### src/rtl/braun_multiplier_pipe.sv
// Pipelined Braun array multiplier: N x N -> 2N product, valid/ready with a tag per operation.
// Define BRAUN_SIGNED_EN for two's complement operands (Baugh-Wooley array).
module braun_multiplier_pipe #(
    parameter int N      = 8,
    parameter int STAGES = 3,
    parameter int TAG_W  = 4
) (
    input  logic               clk,
    input  logic               rst,
    input  logic               in_valid,
    output logic               in_ready,
    input  logic [N-1:0]       a,
    input  logic [N-1:0]       b,
    input  logic [TAG_W-1:0]   in_tag,
    output logic               out_valid,
    input  logic               out_ready,
    output logic [2*N-1:0]     p,
    output logic [TAG_W-1:0]   out_tag,
    output logic               busy
);

    localparam int W = 2 * N;

`ifdef BRAUN_SIGNED_EN
    localparam bit SIGNED_MODE = 1'b1;
`else
    localparam bit SIGNED_MODE = 1'b0;
`endif

    // Baugh-Wooley correction constants enter the array as the initial carry vector.
    localparam logic [W-1:0] INIT_C = SIGNED_MODE ? ((W'(1) << N) | (W'(1) << (W - 1))) : '0;

    function automatic logic pp_bit(input logic [N-1:0] x, input logic [N-1:0] y,
                                    input int i, input int j);
        logic bit_v;
        bit_v = x[j] & y[i];
        if (SIGNED_MODE && ((i == N - 1) != (j == N - 1)))
            bit_v = ~bit_v;
        return bit_v;
    endfunction

    function automatic logic [W-1:0] pp_row(input logic [N-1:0] x, input logic [N-1:0] y,
                                            input int i);
        logic [W-1:0] r;
        r = '0;
        for (int j = 0; j < N; j++)
            r[i+j] = pp_bit(x, y, i, j);
        return r;
    endfunction

    // Adds partial-product rows lo..hi-1 into the sum/carry pair, one full-adder row each.
    function automatic logic [2*W-1:0] csa_rows(input logic [W-1:0] s_in, input logic [W-1:0] c_in,
                                                input logic [N-1:0] x, input logic [N-1:0] y,
                                                input int lo, input int hi);
        logic [W-1:0] s;
        logic [W-1:0] c;
        logic [W-1:0] r;
        logic [W-1:0] ns;
        s = s_in;
        c = c_in;
        for (int i = 1; i < N; i++) begin
            if (i >= lo && i < hi) begin
                r  = pp_row(x, y, i);
                ns = s ^ c ^ r;
                c  = ((s & c) | (s & r) | (c & r)) << 1;
                s  = ns;
            end
        end
        return {s, c};
    endfunction

    logic               adv;
    logic               out_v_q;
    logic [W-1:0]       p_q;
    logic [TAG_W-1:0]   tag_q;

    assign adv       = !out_v_q | out_ready;
    assign in_ready  = adv;
    assign out_valid = out_v_q;
    assign p         = p_q;
    assign out_tag   = tag_q;

    generate
        if (STAGES == 1) begin : g_single
            logic [2*W-1:0] cs;

            assign cs   = csa_rows(pp_row(a, b, 0), INIT_C, a, b, 1, N);
            assign busy = out_v_q;

            always_ff @(posedge clk) begin
                if (rst) begin
                    out_v_q <= 1'b0;
                    p_q     <= '0;
                    tag_q   <= '0;
                end else if (adv) begin
                    out_v_q <= in_valid;
                    p_q     <= cs[2*W-1:W] + cs[W-1:0];
                    tag_q   <= in_tag;
                end
            end
        end else begin : g_pipe
            localparam int P = STAGES - 1;

            logic [W-1:0]     st_s   [P];
            logic [W-1:0]     st_c   [P];
            logic [N-1:0]     st_a   [P];
            logic [N-1:0]     st_b   [P];
            logic [TAG_W-1:0] st_tag [P];
            logic [P-1:0]     st_v;
            logic [2*W-1:0]   cs     [P];

            // Rows 1..N-1 spread evenly over the P array stages; the merge adder feeds the output register.
            for (genvar k = 0; k < P; k++) begin : g_row
                localparam int LO = 1 + (k * (N - 1)) / P;
                localparam int HI = 1 + ((k + 1) * (N - 1)) / P;
                if (k == 0) begin : g_first
                    assign cs[k] = csa_rows(pp_row(a, b, 0), INIT_C, a, b, LO, HI);
                end else begin : g_next
                    assign cs[k] = csa_rows(st_s[k-1], st_c[k-1], st_a[k-1], st_b[k-1], LO, HI);
                end
            end

            assign busy = out_v_q | (|st_v);

            always_ff @(posedge clk) begin
                if (rst) begin
                    st_v    <= '0;
                    out_v_q <= 1'b0;
                    p_q     <= '0;
                    tag_q   <= '0;
                    for (int k = 0; k < P; k++) begin
                        st_s[k]   <= '0;
                        st_c[k]   <= '0;
                        st_a[k]   <= '0;
                        st_b[k]   <= '0;
                        st_tag[k] <= '0;
                    end
                end else if (adv) begin
                    st_v[0]   <= in_valid;
                    st_a[0]   <= a;
                    st_b[0]   <= b;
                    st_tag[0] <= in_tag;
                    for (int k = 1; k < P; k++) begin
                        st_v[k]   <= st_v[k-1];
                        st_a[k]   <= st_a[k-1];
                        st_b[k]   <= st_b[k-1];
                        st_tag[k] <= st_tag[k-1];
                    end
                    for (int k = 0; k < P; k++) begin
                        st_s[k] <= cs[k][2*W-1:W];
                        st_c[k] <= cs[k][W-1:0];
                    end
                    out_v_q <= st_v[P-1];
                    p_q     <= st_s[P-1] + st_c[P-1];
                    tag_q   <= st_tag[P-1];
                end
            end
        end
    endgenerate

endmodule

### config.mk
export PLATFORM = sky130hd
export DESIGN_NAME = braun_multiplier_pipe
export DESIGN_NICKNAME = d
export VERILOG_FILES = /design/src/rtl/braun_multiplier_pipe.sv
export SDC_FILE = /design/constraint.sdc
export NUM_CORES = 1
export LEC_CHECK = 0
export CORE_MARGIN = 3
export CORE_UTILIZATION = 52
export DETAILED_ROUTE_END_ITERATION = 7
export PLACE_DENSITY = 0.89
export SYNTH_ARGS = -nofsm -noshare
export SYNTH_HDL_FRONTEND = slang
export SYNTH_SLANG_ARGS = --single-unit
export TNS_END_PERCENT = 50
### constraint.sdc
create_clock -name clk -period 3.1 [get_ports clk]
set_input_delay 0.31 -clock clk [delete_from_list [all_inputs] [get_ports clk]]
set_output_delay 0.31 -clock clk [all_outputs]
set_load 0.02 [all_outputs]
After elaboration in Yosys (flattened, before gate mapping):

Memory sizes are Yosys's and may differ from the RTL's. A register that Yosys moved wholly into a read port is not among the register bits.
Cells that the tools add are included.

* bits in registers: 19
* memory bits (writable): 102
* output and inout bits: 23
* memories kept: 5

Memory list
* g_pipe.st_s: depth 2, width 16, rd ports 2, clocked after memory_dff 0, write ports 2, RTL line 104 `logic [W-1:0] st_s [P];`
* g_pipe.st_c: depth 2, width 15, rd ports 2, clocked after memory_dff 0, write ports 2, RTL line 105 `logic [W-1:0] st_c [P];`
* g_pipe.st_a: depth 2, width 8, rd ports 1, clocked after memory_dff 0, write ports 2, RTL line 106 `logic [N-1:0] st_a [P];`
* g_pipe.st_b: depth 2, width 8, rd ports 1, clocked after memory_dff 0, write ports 2, RTL line 107 `logic [N-1:0] st_b [P];`
* g_pipe.st_tag: depth 2, width 4, rd ports 2, clocked after memory_dff 1, write ports 2, RTL line 108 `logic [TAG_W-1:0] st_tag [P];`

* add/sub/neg operators: 1
* multiplexer cells: 15
* bitwise gates (word level): 120
* reduce and logical (&&, ||, !) cells: 2

Operators by type and width (number)
* $or A15 B15 Y15: 8
* $and A15 B15 Y15: 6
* $and A1 B1 Y1: 64
* $xor A16 B16 Y16: 4
* $mux W16: 2
* $mux W8: 4
* $and A15 B12 Y15: 2
* $and A15 B13 Y15: 2
* $and A15 B14 Y15: 2
* $mux W15: 2
* $and A10 B11 Y11: 2
* $or A11 B11 Y11: 2
* $and A9 B10 Y10: 2
* $or A10 B10 Y10: 2
* $add A16 B16 Y16: 1
* $xor A16 B12 Y16: 1
* $xor A16 B13 Y16: 1
* $xor A16 B14 Y16: 1
* $xor A16 B15 Y16: 1
* $or A1 B1 Y1: 12
* $and A11 B11 Y11: 1
* $xor A10 B11 Y11: 1
* $xor A11 B11 Y11: 1
* $and A10 B10 Y10: 1
* 8 further kinds: 13

Logic depth before layout (Yosys ltp):

An unclocked memory read counts as a cell.

* depth after elaboration: 15
* mapped depth: 8
* mapped depth without buffers: 8

Least setup slack after synthesis:

No wires, ideal clock.

* path kind: flip-flop to flip-flop
* start: mem g_pipe.st_b[0][4]
* end: mem g_pipe.st_s[0][23] in the netlist's numbering, data pin
* setup time: 0.255 ns
* arrival: 2.718 ns
* required time: 2.845 ns
* slack: 0.128 ns
* stages on the path, launching flop included: 9
* buffers on the path: 0
* clock period less this slack: 2.972 ns
* path through: edfxtp_1 -> and2_1 -> fa_1 -> inv_1 -> fa_1 -> fa_1 -> inv_1 -> fa_1 -> and2_1

RTL lines (RTL line)
* start, declared: 107
* end, declared: 104

==> flow_metrics.tcl <==
set metrics [dict create \
    hold_end "p[6]$_SDFFE_PP0P_" \
    drc 0 \
    grt_pass1_vias 3143 \
    ys_seq_elements 83 \
    clock-root-buffer "clkbuf_8" \
    drive_gt1_frac 0.0714 \
    maxCapViolCount 0 \
    postCtsHoldBufs 0 \
    layout.nets 552 \
    yosysTopAreaCellShare 0.378 \
    finalNonFillerCells 584 \
    hold_viol_final 0 \
    setup-violations-final 0 \
    netlist_top_cells_count "89 x and2_1, 60 x edfxtp_1, 55 x nand2_1, 52 x inv_1, 43 x fa_1" \
    core_area_um2 8810 \
    status "completed" \
    cts_buffer_depth 2 \
    start_util 0.541 \
    worstPathMaxFanout 8 \
    vias_per_cell 5.13 \
    syn_inst 423 \
    yosysTopAreaCell "edfxtp_1" \
    htreeDepth 3 \
    grt_pass1_wl_um 14000 \
    n_antenna_cell 0 \
    timing.rr.end "g_pipe.st_s[0][26]$_SDFFCE_PN0P_" \
    worstPathRequired_ns 3.22 \
    synthAdderAreaFrac 0.217 \
    whs_path_depth 2 \
    maxSlewViolCount 0 \
    ys.flop_type "edfxtp_1" \
    pin_count 47 \
    grt_setup_unrepaired "yes" \
    area_growth_syn_to_layout_pct 16.1 \
    worst_pin_slew_ns 0.559 \
    synthSimpleGateAreaFrac 0.210 \
    r2r-start "g_pipe.st_b[0][4]$_SDFFCE_PN0P_" \
    fin_util 0.629 \
    grt_overflow 0 \
    synth-compound-area-share 0.0404 \
    syn-num-nets 504 \
    port_buffers 46 \
    ir_drop_mv 0.236 \
    rrSetupSlack_ns 0.05 \
    grt_max_degree 58 \
    critPathArrivalTime_ns 3.17 \
    async_reset_ff_frac 0 \
    startpoint "g_pipe.st_b[0][4]$_SDFFCE_PN0P_" \
    synthTopCellsByArea "edfxtp_1 38%, fa_1 18%, and2_1 12%" \
    max-slew-margin-rel 0.627 \
    cts_buffers 9 \
    period_needed_ns 3.05 \
    path_clk_slew_ns 0.09 \
    endpoint_kind "register" \
    dp.cells 566 \
    antenna_found_initial 0 \
    synth_cell_types 34 \
    synth_top_family_by_area "adder cells" \
    synthXorXnorAreaFrac 0 \
    track_usage 0.172 \
    place_congestion 0.813 \
    synth_seq_area_share 0.474 \
    vias 2993 \
    reg2regPathDepth 8 \
    fp.dieW_um 102 \
    synth_enable_flop_cells 60 \
    syn_area_um2 4770 \
    holdCritPathClass "register to register" \
    wl_per_cell_um 13.9 \
    detailed_place_hpwl_um 6060 \
    cts.sinks 83 \
    ant_nets 0 \
    finClkSkew_ns 0.0107 \
    period_share 0.984 \
    drtIter0Drc 107 \
    maxClockFrequency_mhz 328 \
    die_area_um2 10400 \
    syn_avg_cell_area_um2 11.3 \
    finalWirelength_um 8090 \
    die_h_um 102 \
    clk_latency_ns 0.36 \
    fp-row-count 34 \
    worstHoldStart "p[6]$_SDFFE_PP0P_" \
    synthMostInstantiatedCell "and2_1" \
    synth_mux_area_frac 0 \
    start_kind "register" \
    power.leakage_nw 2.36 \
    cts_tree "built" \
    first_pass_iters 5 \
    critPathKind "register to register" \
    yosys_warnings 0 \
    power.density_nw_per_um2 455 \
]
stage by stage:
step	TNS, ns	power, mW	setup WS, ns	cell area (um2)	hold WS, ns
2_1_floorplan	0	1.65	0.128	4770	0.441
3_3_place_gp	0	1.78	0.0563	5330	0.440
3_5_place_dp	0	1.82	0.0178	5330	0.446
4_1_cts	0	2.54	0.0124	5510	0.460
5_1_grt	-0.234	2.66	-0.0600	5540	0.484
6_report	0	2.52	0.0484	5540	0.457
final cells by class:
class / count / area (um2)
Fill cell: 678 / 3270
Sequential cell: 83 / 2260
Multi-Input combinational cell: 271 / 2240
Timing Repair Buffer: 54 / 520
Inverter: 52 / 195
Tap cell: 108 / 135
Clock buffer: 9 / 124
Clock inverter: 7 / 56.3
where the power goes:
group	switching [mW]	internal, mW
Sequential	0.0517	1.30
Combinational	0.233	0.214
Clock	0.419	0.304
Total	0.704	1.81
registers in the layout, indices dropped and copies added (netlist names):
name           count
g_pipe.st_c       14
out_tag            4
out_valid          1
g_pipe.st_a        8
g_pipe.st_v        2
g_pipe.st_b        4
g_pipe.st_s       26
p                 16
g_pipe.st_tag      8
how the worst max path moves through the flow:
stage	to	slack, ns
floorplan	g_pipe.st_s[0][23]$_SDFFCE_PN0P_	0.13
global placement	g_pipe.st_s[0][23]$_SDFFCE_PN0P_	0.06
detailed placement	g_pipe.st_s[0][23]$_SDFFCE_PN0P_	0.02
CTS	g_pipe.st_s[0][23]$_SDFFCE_PN0P_	0.01
global route	g_pipe.st_s[0][26]$_SDFFCE_PN0P_	-0.06
finish	g_pipe.st_s[0][26]$_SDFFCE_PN0P_	0.05
critical path, cell delays in order (launching register included):
cell and delay (ns):
edfxtp_1 0.50, and2_1 0.20, fa_1 0.48, inv_1 0.05, fa_1 0.47, fa_1 0.49, inv_1 0.05, fa_1 0.42
and2_1 0.15
metal layers:
layer / vias up / GRT usage / routed length (um)
li1: 1449 / - / -
met1: 1449 / 0.202 / 3340
met2: 75 / 0.305 / 4210
met3: 20 / 0.0399 / 355
met4: 0 / 0.0685 / 188
met5: - / 0 / 0
cells in the final DEF (no fill, tap or decap), drive strengths merged, types with 2 or more instances in the layout:
cell,count
and2,89
edfxtp,60
inv,57
nand2,55
clkdlybuf4s50,46
fa,43
dfxtp,23
a21oi,20
ha,14
clkbuf,9
nor2,9
buf,8
or3,4
nand3,4
nand3b,4
and3,4
a21o,3
nand4b,3
and2b,2
nor3,2
nor3b,2
o21ai,2
nand2b,2
clkinv,2
repair_timing:
item / in CTS / in global routing
setup endpoints to repair: 0 / 6
setup buffers: 0 / 2
resized for setup: 0 / 5
logic make-up (layout without fill, tap and decap cells):
| kind of cell | after synthesis | count (layout) |
|---|---|---|
| flops | 83 | 83 |
| simple gates | 182 | 182 |
| buf+inv | 69 | 122 |
| fa+ha+maj | 57 | 57 |
| compound gates | 32 | 32 |
No activity file was read; power rests on OpenSTA's default activity.
